$ cat config.mk
export PLATFORM = sky130hd
export DESIGN_NAME = mem_port_arbiter
export DESIGN_NICKNAME = d
export VERILOG_FILES = /design/src/rtl/mem_port_arbiter.sv
export SDC_FILE = /design/constraint.sdc
export NUM_CORES = 1
export LEC_CHECK = 0
export ABC_CLOCK_PERIOD_IN_PS = 4040
export BUFFER_PORTS_ARGS = -buffer_cell sky130_fd_sc_hd__buf_4
export CAP_MARGIN = 20
export CORE_AREA = 2 2 89 91
export DETAILED_ROUTE_END_ITERATION = 10
export DIE_AREA = 0 0 91 93
export GPL_TIMING_DRIVEN = 0
export PLACE_DENSITY = 0.71
export SYNTH_ARGS = -nofsm -noshare
export SYNTH_HDL_FRONTEND = slang
export SYNTH_SLANG_ARGS = --single-unit
$ cat constraint.sdc
create_clock -name clk -period 4.04 [get_ports clk]
set_clock_uncertainty 0.2 [all_clocks]
set_input_delay 0 -clock clk [delete_from_list [all_inputs] [get_ports clk]]
set_output_delay 0 -clock clk [all_outputs]
set_load 0.01 [all_outputs]
$ cat src/rtl/mem_port_arbiter.sv
// Shares one single-port synchronous data memory between NUM_CH requesters.
// Fixed-priority or round-robin arbitration, optional burst lock, read data routed back after MEM_LATENCY.
module mem_port_arbiter #(
  parameter int ADDR_WIDTH  = 18,
  parameter int DATA_WIDTH  = 32,
  parameter int NUM_CH      = 2,
  parameter int MEM_LATENCY = 1,
  parameter int RR_MODE     = 1
) (
  input  logic                         clk,
  input  logic                         rst,
  input  logic [NUM_CH-1:0]            ch_req,
  input  logic [NUM_CH-1:0]            ch_we,
  input  logic [NUM_CH-1:0]            ch_lock,
  input  logic [NUM_CH*ADDR_WIDTH-1:0] ch_addr,
  input  logic [NUM_CH*DATA_WIDTH-1:0] ch_wdata,
  output logic [NUM_CH-1:0]            ch_gnt,
  output logic [NUM_CH-1:0]            ch_rvalid,
  output logic [DATA_WIDTH-1:0]        ch_rdata,
  output logic [ADDR_WIDTH-1:0]        mem_addr,
  output logic [DATA_WIDTH-1:0]        mem_wdata,
  output logic                         mem_wren,
  output logic                         mem_rden,
  input  logic [DATA_WIDTH-1:0]        mem_q
);

  localparam int PTR_W = (NUM_CH > 1) ? $clog2(NUM_CH) : 1;

  logic [PTR_W-1:0]       r_rr_ptr;
  logic [PTR_W-1:0]       r_lock_ch;
  logic                   r_lock_valid;
  logic [MEM_LATENCY-1:0] r_pv;
  logic [PTR_W-1:0]       r_pid [MEM_LATENCY];

  logic              w_lock_hold;
  logic              w_found;
  logic              w_we;
  logic [PTR_W-1:0]  w_win;
  logic [NUM_CH-1:0] w_gnt;

  // k-th candidate in the search order: rotated from base in RR mode, plain index otherwise.
  function automatic logic [PTR_W-1:0] cand(input logic [PTR_W-1:0] base, input int unsigned off);
    int unsigned s;
    s = ((RR_MODE != 0) ? 32'(base) : 32'd0) + off;
    if (s >= unsigned'(NUM_CH)) s = s - unsigned'(NUM_CH);
    return s[PTR_W-1:0];
  endfunction

  function automatic logic [PTR_W-1:0] inc_ptr(input logic [PTR_W-1:0] p);
    int unsigned s;
    s = 32'(p) + 32'd1;
    if (s >= unsigned'(NUM_CH)) s = 32'd0;
    return s[PTR_W-1:0];
  endfunction

  assign w_lock_hold = r_lock_valid & ch_req[r_lock_ch] & ch_lock[r_lock_ch];

  always_comb begin
    w_found = 1'b0;
    w_win   = '0;
    if (w_lock_hold) begin
      w_found = 1'b1;
      w_win   = r_lock_ch;
    end else begin
      for (int unsigned k = 0; k < NUM_CH; k++) begin
        if (!w_found && ch_req[cand(r_rr_ptr, k)]) begin
          w_found = 1'b1;
          w_win   = cand(r_rr_ptr, k);
        end
      end
    end
  end

  always_comb begin
    w_gnt     = '0;
    mem_addr  = '0;
    mem_wdata = '0;
    w_we      = 1'b0;
    for (int unsigned i = 0; i < NUM_CH; i++) begin
      if (w_found && (w_win == i[PTR_W-1:0])) begin
        w_gnt[i]  = 1'b1;
        mem_addr  = ch_addr[i*ADDR_WIDTH +: ADDR_WIDTH];
        mem_wdata = ch_wdata[i*DATA_WIDTH +: DATA_WIDTH];
        w_we      = ch_we[i];
      end
    end
  end

  assign ch_gnt   = w_gnt;
  assign mem_wren = w_found & w_we;
  assign mem_rden = w_found & ~w_we;

  // A held lock keeps the pointer frozen so the burst does not cost other channels their turn.
  always_ff @(posedge clk or posedge rst) begin
    if (rst) begin
      r_rr_ptr     <= '0;
      r_lock_valid <= 1'b0;
      r_lock_ch    <= '0;
    end else if (w_found) begin
      if (!w_lock_hold) r_rr_ptr <= inc_ptr(w_win);
      r_lock_valid <= ch_lock[w_win];
      r_lock_ch    <= w_win;
    end else begin
      r_lock_valid <= 1'b0;
    end
  end

  always_ff @(posedge clk or posedge rst) begin
    if (rst) begin
      r_pv <= '0;
      for (int unsigned i = 0; i < MEM_LATENCY; i++) r_pid[i] <= '0;
    end else begin
      r_pv[0]  <= mem_rden;
      r_pid[0] <= w_win;
      for (int unsigned i = 1; i < MEM_LATENCY; i++) begin
        r_pv[i]  <= r_pv[i-1];
        r_pid[i] <= r_pid[i-1];
      end
    end
  end

  always_comb begin
    ch_rvalid = '0;
    for (int unsigned i = 0; i < NUM_CH; i++) begin
      if (r_pv[MEM_LATENCY-1] && (r_pid[MEM_LATENCY-1] == i[PTR_W-1:0])) ch_rvalid[i] = 1'b1;
    end
  end

  assign ch_rdata = mem_q;

endmodule

; Word-level counts from Yosys, hierarchy flattened
; Index checks and enable logic that the tools add are counted.
[op_classes]
n_addsub = 4
mul = 0
div_mod_pow = 0
n_lt_le_gt_ge = 7
n_eq_ne = 0
n_shift = 0
n_mux = 33
n_bitwise = 8
n_reduce_logical = 7
[ops]
columns = operator, count
row1 = $mux 32, 2
row2 = $mux 18, 2
row3 = $mux 1, 29
row4 = $lt 1x2->1 const B, 4
row5 = $logic_and 1x1->1, 5
row6 = $add 1x1->2 const B, 2
row7 = $and 1x1->1, 4
row8 = $ge 2x2->1 const B, 2
row9 = $not 1->1, 4
row10 = $ge 1x2->1 const B, 1
row11 = $reduce_and 2->1, 1
row12 = $sub 1x1->1 const B, 2
row13 = $logic_not 1->1, 1
[word_totals]
regBits = 5
latch_bits = 0
mem_bits_rw = 0
rom_bits = 0
output_inout_bits = 88
wordCells = 64
memories = 0

; Longest topological paths before layout
[logic_depth]
word_depth = 19
depth_mapped = 5
depth_no_buf = 3

; Worst setup path before layout
; OpenSTA, ideal clock, no wires.
[synth_path]
path_kind = reg2reg
start = register r_lock_valid
end = register r_pv
setup_ns = 0.168
arrival_time_ns = 1.332
required_time_ns = 3.672
path_slack_ns = 2.339
stages_incl_launch_ff = 5
path_cell_list = dfrtp_1 and2_1 o221a_1 buf_4 o32ai_1
[synth_between]
elab_chain_cells = 9
[synth_lines]
columns = item, line_no
row1 = "start, declared", 31  ; logic r_lock_valid;
row2 = "start signal, assigned", 101  ; r_lock_valid <= ch_lock[w_win];
row3 = $and 1x1->1 (*) (2 in series), 56  ; assign w_lock_hold = r_lock_valid & ch_req[r_lock_ch] & ch_lock[r_lock_ch];
row4 = $mux 1, 61  ; if (w_lock_hold) begin
row5 = $not 1->1, 80  ; if (w_found && (w_win == i[PTR_W-1:0])) begin
row6 = $logic_and 1x1->1, 80
row7 = $mux 1 (2 in series), 80
row8 = $not 1->1, 91  ; assign mem_rden = w_found & ~w_we;
row9 = $and 1x1->1 (*), 91
row10 = net mem_rden, 23  ; output logic mem_rden,
row11 = "end signal, assigned by index", 116  ; r_pv[i] <= r_pv[i-1];
row12 = "end, declared", 32  ; logic [MEM_LATENCY-1:0] r_pv;
; The timed path passes the listed nets; every way through them passes the cells marked *.
; A chain may end at the register's enable or synchronous reset.

; Worst setup path in the final report
[layout_path]
start = input ch_lock[0]
end = register r_pv
[layout_between]
elab_chain_cells = 10
[layout_lines]
columns = item, line_no
row1 = "start, declared", 14  ; input logic [NUM_CH-1:0] ch_lock,
row2 = $mux 1 (implied by the code) (*) (2 in series), 56
row3 = $and 1x1->1 (*), 56
row4 = $mux 1, 61
row5 = $not 1->1, 80
row6 = $logic_and 1x1->1, 80
row7 = $mux 1 (2 in series), 80
row8 = $not 1->1, 91
row9 = $and 1x1->1 (*), 91
; Mark *: on every way between the ends. The rest lies on a longest branch, timed or not. The select of a mux whose other input is x is not followed.

==> metrics.csv <==
metric,value,unit
status,finished clean,
yosysSeqAreaShare,0.0675,
ios,228,
maxSlewViolCount,0,
core,7530,um^2
fillerInstances,671,
worstMarginPinSlew,0.715,ns
timing.hold.ws,0.0431,ns
num_vias,2512,
cts_tree,yes,
cts_sinks,5,
antennaDiodeCount,0,
synth_area_per_cell,7.86,um^2
die_area,8460,um^2
wire_per_inst,12.9,um
portBuffers,194,
placementRows,32,
critPathLaunchType,input pin,
grt_max_degree,11,
p_leak,2.20,nW
overflow,0,
hold_buffers,40,
drt_iter0_drc,59,
period_minus_slack,2.52,ns
drc,0,
cts-buffers-inserted,3,
p_per_area,213,nW/um^2
crit_fanout,10,
fin_crit_sh,0.624,
fin_nets,615,
synth-seq-cells,5,
rsz0062_at_grt,no,
end_kind,flip-flop,
synthCells,236,
die_w,91,um
relSlewSlack,0.523,
hold_viol,0,
final_antenna_net_count,0,
drive_gt1_frac,0.614,
via_per_inst,4.36,
cp_slowest_stage_delay,0.62,ns
routed_wl,7.42,mm
seqCellArea,125,um^2
clkLatencyLatePin,0.22,ns
dr.pass1.iters,4,
gp_congestion,0.733,
finalSetupViolations,0,
synth_nets,376,
htree_levels,1,
start_util,0.246,
grt_pass1_wl,11.2,mm
cts_resized,0,
fmax,397,MHz
p_total,0.826,mW
syn_to_final_growth,109,%
setup-tns-final,0,ns
die_h,93,um
multi_input_area,955,um^2
crit_path_top_delay_cell,dlygate4sd3_1,
postCtsSetupBuffers,0,
cts_root_buf,clkbuf_8,
yosys_warnings,0,
hold_class,in2reg,
cp.required,3.93,ns
ys_types,23,
peakVddDrop,0.134,mV
worstPathCellList,"dlygate4sd3_1, buf_4, and2_1, o221ai_2, buf_4, o32ai_1, dlygate4sd3_1",
grt_pass1_vias,2478,
grt_use_total,0.157,
antenna_found_initial,0,
path_clk_slew,0.03,ns
critical_path_arrival,2.41,ns
clockBufferDepth,2,
netlist_area,1850,um^2
dpl.hpwl,5.68,mm
max_cap_violations,0,
crit_type,in2reg,
==> routing by layer <==
metal | GRT usage | up-vias | share of wire
met5 | 0 | - | 0
met2 | 0.306 | 148 | 0.53
met3 | 0.0387 | 10 | 0.11
met4 | 0.0404 | 0 | 0.014
met1 | 0.169 | 1149 | 0.35
li1 | - | 1205 | -
==> cell usage in the layout (no fill, tap or decap) <==
cell type	count
a21boi_0	1
a21o_1	1
a21oi_1	1
and2_1	2
buf_2	1
buf_4	232
buf_6	5
clkbuf_1	6
clkbuf_8	3
dfrtp_1	5
dlygate4sd3_1	40
inv_1	108
inv_2	1
nand2_1	4
nand2b_1	1
nand3_1	1
nand3b_1	1
nand4_1	1
nor2_1	2
nor2b_1	1
o221a_1	1
o221ai_1	2
o221ai_2	1
o32ai_1	5
o32ai_2	48
==> synthesized netlist by cell type <==
cell / number / area share
inv_1: 108 / 0.22
buf_6: 5 / 0.030
nand2_1: 4 / 0.0081
buf_2: 1 / 0.0027
a21oi_1: 1 / 0.0027
and2_1: 2 / 0.0067
nand3_1: 1 / 0.0027
o221a_1: 1 / 0.0061
buf_4: 38 / 0.15
o221ai_1: 2 / 0.0094
nand4_1: 1 / 0.0034
clkbuf_1: 5 / 0.010
dfrtp_1: 5 / 0.067
o32ai_2: 48 / 0.42
nor2b_1: 1 / 0.0034
o32ai_1: 5 / 0.024
o221ai_2: 1 / 0.0081
nand2b_1: 1 / 0.0034
a21boi_0: 1 / 0.0041
nor2_1: 2 / 0.0041
nand3b_1: 1 / 0.0041
a21o_1: 1 / 0.0041
inv_2: 1 / 0.0020
==> critical path, delay by kind of cell <==
| family | cells | cell delay (ns) |
|---|---|---|
| buffers and inverters | 4 | 1.61 |
| AOI/OAI and AO/OA | 2 | 0.62 |
| and+or+nand+nor | 1 | 0.17 |
==> final timing paths <==
| path | startpoint | to | slack, ns | cells after the start |
|---|---|---|---|---|
| setup / recovery | ch_lock[0] | r_pv | 1.52 | 7 |
| hold / removal | ch_lock[1] | r_rr_ptr | 0.04 | 4 |
| setup reg to reg | r_lock_valid | r_pv | 1.55 | 5 |
| hold reg to reg | r_rr_ptr | r_rr_ptr | 0.48 | 2 |
| max in group asynchronous | rst | r_lock_ch | 3.43 | 3 |
| min in group asynchronous | rst | r_pv | 0.05 | 3 |
==> registers in the layout, indices dropped and copies added (netlist names) <==
register and cells:
r_lock_ch 1, r_lock_valid 1, r_pid 1, r_pv 1, r_rr_ptr 1
==> stage by stage <==
stage          cells  instance area [um^2]  utilization  setup WS (ns)
5_1_grt          576                  3880        0.516           1.39
4_1_cts          576                  3880        0.516           1.52
2_1_floorplan    236                  1850            -           2.34
3_5_place_dp     532                  3440        0.457           2.13
6_report         576                  3880        0.516           1.52
3_3_place_gp     532                  3440        0.457           2.14
==> cells by family after synthesis <==
| kind of cell | synth area share |
|---|---|
| AND/OR/NAND/NOR | 0.0358 |
| flip-flops | 0.0675 |
| AO/OA/AOI/OAI | 0.479 |
| buffers and inverters | 0.418 |
==> cell type report <==
class                      instances  area share
tap                              102      0.0329
timing repair buffer             234       0.478
inverter                         109       0.105
sequential                         5      0.0322
buffer                            49      0.0941
clock buffer                       4      0.0116
multi-input combinational         73       0.246
==> power breakdown <==
| group | switching, mW | internal, mW |
|---|---|---|
| clock | 0.0229 | 0.0676 |
| combinational | 0.296 | 0.370 |
| sequential | 0.00927 | 0.0597 |
| total | 0.328 | 0.497 |
No activity file was read; power rests on OpenSTA's default activity.
